**src/rtl/rcc_clk_mon_pkg.sv**
```systemverilog
// Shared definitions for the RCC clock monitors: FSM encodings and the stop-timeout offset.
package rcc_clk_mon_pkg;

    typedef enum logic [1:0] {
        IDLE      = 2'd0,
        WAIT_EDGE = 2'd1,
        MEASURE   = 2'd2
    } mon_state_e;

    localparam int TIMEOUT_OFFSET = 4;

endpackage

```
**src/rtl/BB_signal_sync.sv**
```systemverilog
// Multi-stage flop synchronizer for bringing asynchronous signals into the i_clk domain.
module BB_signal_sync #(
    parameter int STAGE_NUM = 2,
    parameter int DW        = 1
) (
    input  logic          i_clk,
    input  logic          rst_n,
    input  logic [DW-1:0] i_data,
    output logic [DW-1:0] o_data
);

    logic [DW-1:0] r_sync [STAGE_NUM];

    always_ff @(posedge i_clk or negedge rst_n) begin
        if (!rst_n) begin
            for (int i = 0; i < STAGE_NUM; i++) begin
                r_sync[i] <= '0;
            end
        end else begin
            r_sync[0] <= i_data;
            for (int i = 1; i < STAGE_NUM; i++) begin
                r_sync[i] <= r_sync[i-1];
            end
        end
    end

    assign o_data = r_sync[STAGE_NUM-1];

endmodule

```
**src/rtl/rcc_rtc_clk_div_mon.sv**
```systemverilog
// Receive-side monitor for the divided HSE_RTC clock: measures mon_clk rise-to-rise periods
// in i_clk cycles and flags frequency errors, a stopped clock, and lock.
module rcc_rtc_clk_div_mon
    import rcc_clk_mon_pkg::*;
#(
    parameter int RATIO_WID = 6,
    parameter int TOL       = 0,
    parameter int LOCK_CNT  = 4
) (
    input  logic                 i_clk,
    input  logic                 rst_n,
    input  logic                 en,
    input  logic [RATIO_WID-1:0] ratio,
    input  logic                 mon_clk,
    input  logic                 err_clr,
    output logic [RATIO_WID+1:0] period,
    output logic                 period_vld,
    output logic                 err_freq,
    output logic                 err_stop,
    output logic                 lock
);

    localparam int CW = RATIO_WID + 2;
    localparam int GW = $clog2(LOCK_CNT + 1);

    logic                 w_mon_s;
    logic                 r_mon_d;
    logic                 w_rise;

    mon_state_e           r_state, w_state_nxt;
    logic [RATIO_WID-1:0] r_ratio_q, w_ratio_q_nxt;
    logic [CW-1:0]        r_cnt, w_cnt_nxt;
    logic [GW-1:0]        r_good, w_good_nxt;
    logic [CW-1:0]        r_period, w_period_nxt;
    logic                 r_vld, w_vld_nxt;
    logic                 r_err_freq, w_err_freq_nxt;
    logic                 r_err_stop, w_err_stop_nxt;
    logic                 r_lock, w_lock_nxt;

    logic [CW-1:0]        w_ratio_ext;
    logic [CW-1:0]        w_limit;
    logic [CW-1:0]        w_cnt_inc;
    logic [CW-1:0]        w_diff;
    logic [GW-1:0]        w_good_inc;
    logic                 w_in_tol;
    logic                 w_active;

    BB_signal_sync #(
        .STAGE_NUM (2),
        .DW        (1)
    ) u_mon_sync (
        .i_clk  (i_clk),
        .rst_n  (rst_n),
        .i_data (mon_clk),
        .o_data (w_mon_s)
    );

    always_ff @(posedge i_clk or negedge rst_n) begin
        if (!rst_n) begin
            r_mon_d <= 1'b0;
        end else begin
            r_mon_d <= w_mon_s;
        end
    end

    assign w_rise      = w_mon_s & ~r_mon_d;
    assign w_ratio_ext = CW'(r_ratio_q);
    assign w_limit     = {1'b0, r_ratio_q, 1'b0} + CW'(TIMEOUT_OFFSET);
    assign w_cnt_inc   = (r_cnt == '1) ? r_cnt : r_cnt + CW'(1);
    assign w_diff      = (r_cnt >= w_ratio_ext) ? (r_cnt - w_ratio_ext) : (w_ratio_ext - r_cnt);
    assign w_in_tol    = (w_diff <= CW'(TOL));
    assign w_good_inc  = (r_good >= GW'(LOCK_CNT)) ? r_good : r_good + GW'(1);
    assign w_active    = en && (ratio >= RATIO_WID'(2));

    always_comb begin
        w_state_nxt    = r_state;
        w_ratio_q_nxt  = r_ratio_q;
        w_cnt_nxt      = r_cnt;
        w_good_nxt     = r_good;
        w_period_nxt   = r_period;
        w_vld_nxt      = 1'b0;
        w_err_freq_nxt = r_err_freq & ~err_clr;
        w_err_stop_nxt = r_err_stop & ~err_clr;
        w_lock_nxt     = r_lock;

        if (!w_active) begin
            w_state_nxt    = IDLE;
            w_cnt_nxt      = '0;
            w_good_nxt     = '0;
            w_period_nxt   = '0;
            w_err_freq_nxt = 1'b0;
            w_err_stop_nxt = 1'b0;
            w_lock_nxt     = 1'b0;
        end else if (r_state == IDLE) begin
            w_state_nxt   = WAIT_EDGE;
            w_ratio_q_nxt = ratio;
            w_cnt_nxt     = CW'(1);
            w_good_nxt    = '0;
        end else if (ratio != r_ratio_q) begin
            // The period in flight belongs to the old ratio, so it is dropped without an error.
            w_state_nxt   = WAIT_EDGE;
            w_ratio_q_nxt = ratio;
            w_cnt_nxt     = CW'(1);
            w_good_nxt    = '0;
            w_lock_nxt    = 1'b0;
        end else begin
            case (r_state)
                WAIT_EDGE: begin
                    if (w_rise) begin
                        w_state_nxt = MEASURE;
                        w_cnt_nxt   = CW'(1);
                    end else if (r_cnt >= w_limit) begin
                        w_err_stop_nxt = 1'b1;
                        w_lock_nxt     = 1'b0;
                        w_good_nxt     = '0;
                        w_cnt_nxt      = CW'(1);
                    end else begin
                        w_cnt_nxt = w_cnt_inc;
                    end
                end
                MEASURE: begin
                    if (w_rise) begin
                        w_period_nxt = r_cnt;
                        w_vld_nxt    = 1'b1;
                        w_cnt_nxt    = CW'(1);
                        if (w_in_tol) begin
                            w_good_nxt = w_good_inc;
                            if (w_good_inc == GW'(LOCK_CNT)) begin
                                w_lock_nxt = 1'b1;
                            end
                        end else begin
                            w_err_freq_nxt = 1'b1;
                            w_good_nxt     = '0;
                            w_lock_nxt     = 1'b0;
                        end
                    end else if (r_cnt >= w_limit) begin
                        w_state_nxt    = WAIT_EDGE;
                        w_err_stop_nxt = 1'b1;
                        w_lock_nxt     = 1'b0;
                        w_good_nxt     = '0;
                        w_cnt_nxt      = CW'(1);
                    end else begin
                        w_cnt_nxt = w_cnt_inc;
                    end
                end
                default: begin
                    w_state_nxt = IDLE;
                end
            endcase
        end
    end

    always_ff @(posedge i_clk or negedge rst_n) begin
        if (!rst_n) begin
            r_state    <= IDLE;
            r_ratio_q  <= '0;
            r_cnt      <= '0;
            r_good     <= '0;
            r_period   <= '0;
            r_vld      <= 1'b0;
            r_err_freq <= 1'b0;
            r_err_stop <= 1'b0;
            r_lock     <= 1'b0;
        end else begin
            r_state    <= w_state_nxt;
            r_ratio_q  <= w_ratio_q_nxt;
            r_cnt      <= w_cnt_nxt;
            r_good     <= w_good_nxt;
            r_period   <= w_period_nxt;
            r_vld      <= w_vld_nxt;
            r_err_freq <= w_err_freq_nxt;
            r_err_stop <= w_err_stop_nxt;
            r_lock     <= w_lock_nxt;
        end
    end

    assign period     = r_period;
    assign period_vld = r_vld;
    assign err_freq   = r_err_freq;
    assign err_stop   = r_err_stop;
    assign lock       = r_lock;

endmodule
```
**config.mk**
```make
export PLATFORM = sky130hd
export DESIGN_NAME = rcc_rtc_clk_div_mon
export DESIGN_NICKNAME = d
export VERILOG_FILES = /design/src/rtl/rcc_clk_mon_pkg.sv /design/src/rtl/BB_signal_sync.sv /design/src/rtl/rcc_rtc_clk_div_mon.sv
export SDC_FILE = /design/constraint.sdc
export NUM_CORES = 1
export LEC_CHECK = 0
export CORE_ASPECT_RATIO = 0.6
export CORE_MARGIN = 1
export CORE_UTILIZATION = 52
export DETAILED_ROUTE_END_ITERATION = 12
export HOLD_SLACK_MARGIN = 0.08
export PLACE_DENSITY_LB_ADDON = 0.3
export SKIP_LAST_GASP = 1
export SLEW_MARGIN = 20
export SYNTH_ARGS = -nofsm -noshare
export SYNTH_HDL_FRONTEND = slang
export SYNTH_SLANG_ARGS = --single-unit
```
**constraint.sdc**
```tcl
create_clock -name i_clk -period 2.58 [get_ports i_clk]
set_input_delay 0.516 -clock i_clk [delete_from_list [all_inputs] [get_ports i_clk]]
set_output_delay 0.516 -clock i_clk [all_outputs]
set_load 0.01 [all_outputs]
```
==> results.py <==
metrics = {
    "layout": {
        "fillerInstances": 349,
        "syn2layout_area_growth_pct": 34.8,
        "layout_commonest_cell": "buf_4",
        "mostFrequentLayoutCells": "buf_4, dfrtp_1, inv_1, nand2_1",
        "utilization": 0.733,
        "layout.nets": 381,
        "drive_gt1_frac": 0.276,
        "antennaDiodeCount": 0,
    },
    "sta": {
        "max_freq_mhz": 394,
        "fin_ws_ps": 41.1,
        "fin_crit_sh": 0.984,
        "hold_slack_ps": 359,
        "drv_slew": 0,
        "fin_crit_ps": 2540,
        "rsz0062_at_grt": "yes",
        "fin_skew_ps": 6.14,
        "hold_viol_final": 0,
        "worst_pin_slew_ps": 780,
        "setup_viol": 0,
        "relSlewSlack": 0.477,
    },
    "routing": {
        "vias_per_cell": 5.74,
        "ant_nets": 0,
        "wl_mm": 6.53,
        "num_vias": 2335,
        "wl_per_cell_um": 16.0,
        "drt_first_pass_iters": 5,
        "post-route-drc-count": 0,
        "drtIter0Drc": 225,
    },
    "cts": {
        "root_buffer": "clkbuf_8",
        "h-tree-depth": 2,
        "ctsHoldBuffers": 0,
        "cts.clk_slew.worst_paths_ps": 80,
        "cts_tree": "built",
        "cts_buffer_depth": 2,
        "cts_sinks": 34,
        "worstSkewPairLatency_ps": 290,
        "cts_made_buffers": 5,
    },
    "critical_path": {
        "reg2reg_depth": 12,
        "cp-end-kind": "flop",
        "arrival_ps": 2770,
        "crit_type": "reg -> reg",
        "setup.worst_path.start_class": "flop",
        "critPathLaunch": "r_cnt[4]",
        "critPathMaxFanout": 5,
        "timing.rr.start": "r_cnt[4]",
        "r2r_setup_slack_ps": 40,
        "r2r-end": "r_good[2]",
        "worstPathRequired_ps": 2810,
    },
    "floorplanning": {
        "core-area_um2": 4610,
        "initial_core_util": 0.544,
        "io-pin-count": 23,
        "die_x_um": 91.7,
        "rows": 19,
        "die_area_um2": 5120,
        "die_h_um": 55.8,
    },
    "power_and_ir_drop": {
        "p_int_w": 0.00111,
        "pwr-share-clk": 0.392,
        "netSwitchingFraction": 0.272,
        "powerDensity_nw_per_um2": 449,
        "p_leak_nw": 1.47,
        "power_frac_comb": 0.236,
        "switchingPower_w": 0.000414,
        "max-vdd-ir-drop_uv": 382,
        "p_seq_frac": 0.373,
    },
    "placement": {
        "gp_congestion": 0.918,
        "dp_hpwl_mm": 5.03,
        "io_buffers": 22,
        "pre_cts_ws_ps": -185,
    },
    "flow_run": {
        "drv_cap": 0,
    },
    "logic_synthesis": {
        "synthCells": 271,
        "synth.area.top_cells": "dfrtp_1, ha_1, xnor2_1",
        "ys_dominant_reg_cell": "dfrtp_1",
        "synth_area_leader_cell": "dfrtp_1",
        "synth_fp_nets": 309,
        "avgSynthCellArea_um2": 9.26,
        "yosysWarnings": 0,
        "synth_seq_cells": 34,
        "synth.distinct_cells": 55,
        "synth-async-reset-ratio": 1.00,
        "synth-edff-count": 0,
        "synth_seq_area_share": 0.339,
        "synth_top_area_share": 0.339,
        "synth_area_um2": 2510,
    },
    "min_path": {
        "hp-start": "u_mon_sync.r_sync[1]",
        "holdPathEnd": "u_mon_sync.o_data",
        "hold_path.class": "reg -> reg",
        "hold_depth": 0,
    },
    "global_routing": {
        "grt_usage": 0.273,
        "antenna_found_initial": 0,
        "grt_max_degree": 35,
        "grt_pass1_vias": 2189,
        "grt-ovfl-total": 0,
        "grt_pass1_wl_mm": 10.7,
    },
    "run_status": {
        "outcome": "finished, final reports clean",
    },
}
## how the worst max path moves through the flow
stage | endpoint | slack, ps | depth (start not counted)
floorplan | r_good[0] | 30 | 12
global placement | r_cnt[3] | -50 | 8
detailed placement | r_cnt[2] | -190 | 8
CTS | r_cnt[5] | 8 | 10
global route | r_good[2] | -70 | 11
finish | r_good[2] | 40 | 12
## power by group through the flow
| stage | registers [W] | logic (W) | clock network [W] |
|---|---|---|---|
| global route | 0.000568 | 0.000390 | 0.000630 |
| finish | 0.000566 | 0.000358 | 0.000595 |
| floorplan | 0.000574 | 0.000197 | 0 |
| detailed placement | 0.000575 | 0.000316 | 0 |
| global placement | 0.000573 | 0.000307 | 0 |
| CTS | 0.000565 | 0.000328 | 0.000604 |
## area by class of cell
| class | count | area [um2] | share of cell area |
|---|---|---|---|
| tap | 63 | 78.8 | 0.0233 |
| sequential | 34 | 853 | 0.252 |
| clock buffer | 5 | 68.8 | 0.0203 |
| inverter | 25 | 93.8 | 0.0277 |
| timing repair buffer | 70 | 584 | 0.173 |
| clock inverter | 3 | 68.8 | 0.0203 |
| multi-input combinational | 207 | 1630 | 0.483 |
## state kept, by name, indices dropped and copies added (netlist names)
register,cells
u_mon_sync.r_sync,1
r_ratio_q,6
r_good,3
period_vld,1
r_state,2
err_freq,1
period,8
r_mon_d,1
r_cnt,8
err_stop,1
lock,1
u_mon_sync.o_data,1
## timing repair
item                                    CTS  global route
endpoints found under the setup margin    3            12
resized for setup                         5            19
pin swaps                                 3            10
setup buffers                             2             7
cloned                                    0             0
## Yosys cell counts, types with 2 or more instances
library cell	instances
or3_1	2
mux2_2	6
clkbuf_1	3
nor2b_1	3
nor2_1	13
o31ai_1	2
nor3b_1	3
nor4b_1	2
o21a_1	3
ha_1	27
a211oi_1	4
nand4_1	2
xnor2_1	14
buf_6	2
and2_1	2
mux2i_1	2
and3_1	4
dfrtp_1	34
o2111ai_1	3
nand3_1	13
nand2b_1	6
nor3_1	8
nand3_2	2
a21oi_1	14
nand2_1	23
o32ai_1	2
nor4_1	2
o21ai_0	16
nand3b_1	2
o22ai_1	2
o21ai_1	2
inv_1	25
## routing by layer
metal | GRT usage | part of all wire
met5 | 0 | 0
met4 | 0.0590 | 0.011
met3 | 0.0574 | 0.073
met2 | 0.414 | 0.43
met1 | 0.403 | 0.48
## logic make-up after synthesis
| group | count (synthesis) | synth area share |
|---|---|---|
| simple gates | 93 | 0.203 |
| compound gates | 64 | 0.182 |
| fa+ha+maj | 27 | 0.135 |
| xor+xnor | 15 | 0.0554 |
| buf+inv | 30 | 0.0509 |
| mux | 8 | 0.0349 |
| flops | 34 | 0.339 |
## worst max-delay path, stage by stage (launching register included)
cell and delay (ps):
dfrtp_1 380, buf_4 150, inv_1 50, ha_2 170, a211oi_2 220, nor2_2 80
a211oi_2 270, mux2i_1 300, o2111ai_2 210, a211oi_4 340, buf_4 170, o21ai_1 60
nand2_1 70
## metrics by stage
stage          power, W  instance area [um2]  std cells  setup TNS, ps
2_1_floorplan  0.000772                 2510        271              0
4_1_cts         0.00150                 3250        400              0
6_report        0.00152                 3380        407              0
5_1_grt         0.00159                 3380        407           -184
3_5_place_dp   0.000891                 3070        390           -904
3_3_place_gp   0.000880                 3070        390           -238
Note: power is estimated with default switching activity, not from simulation.
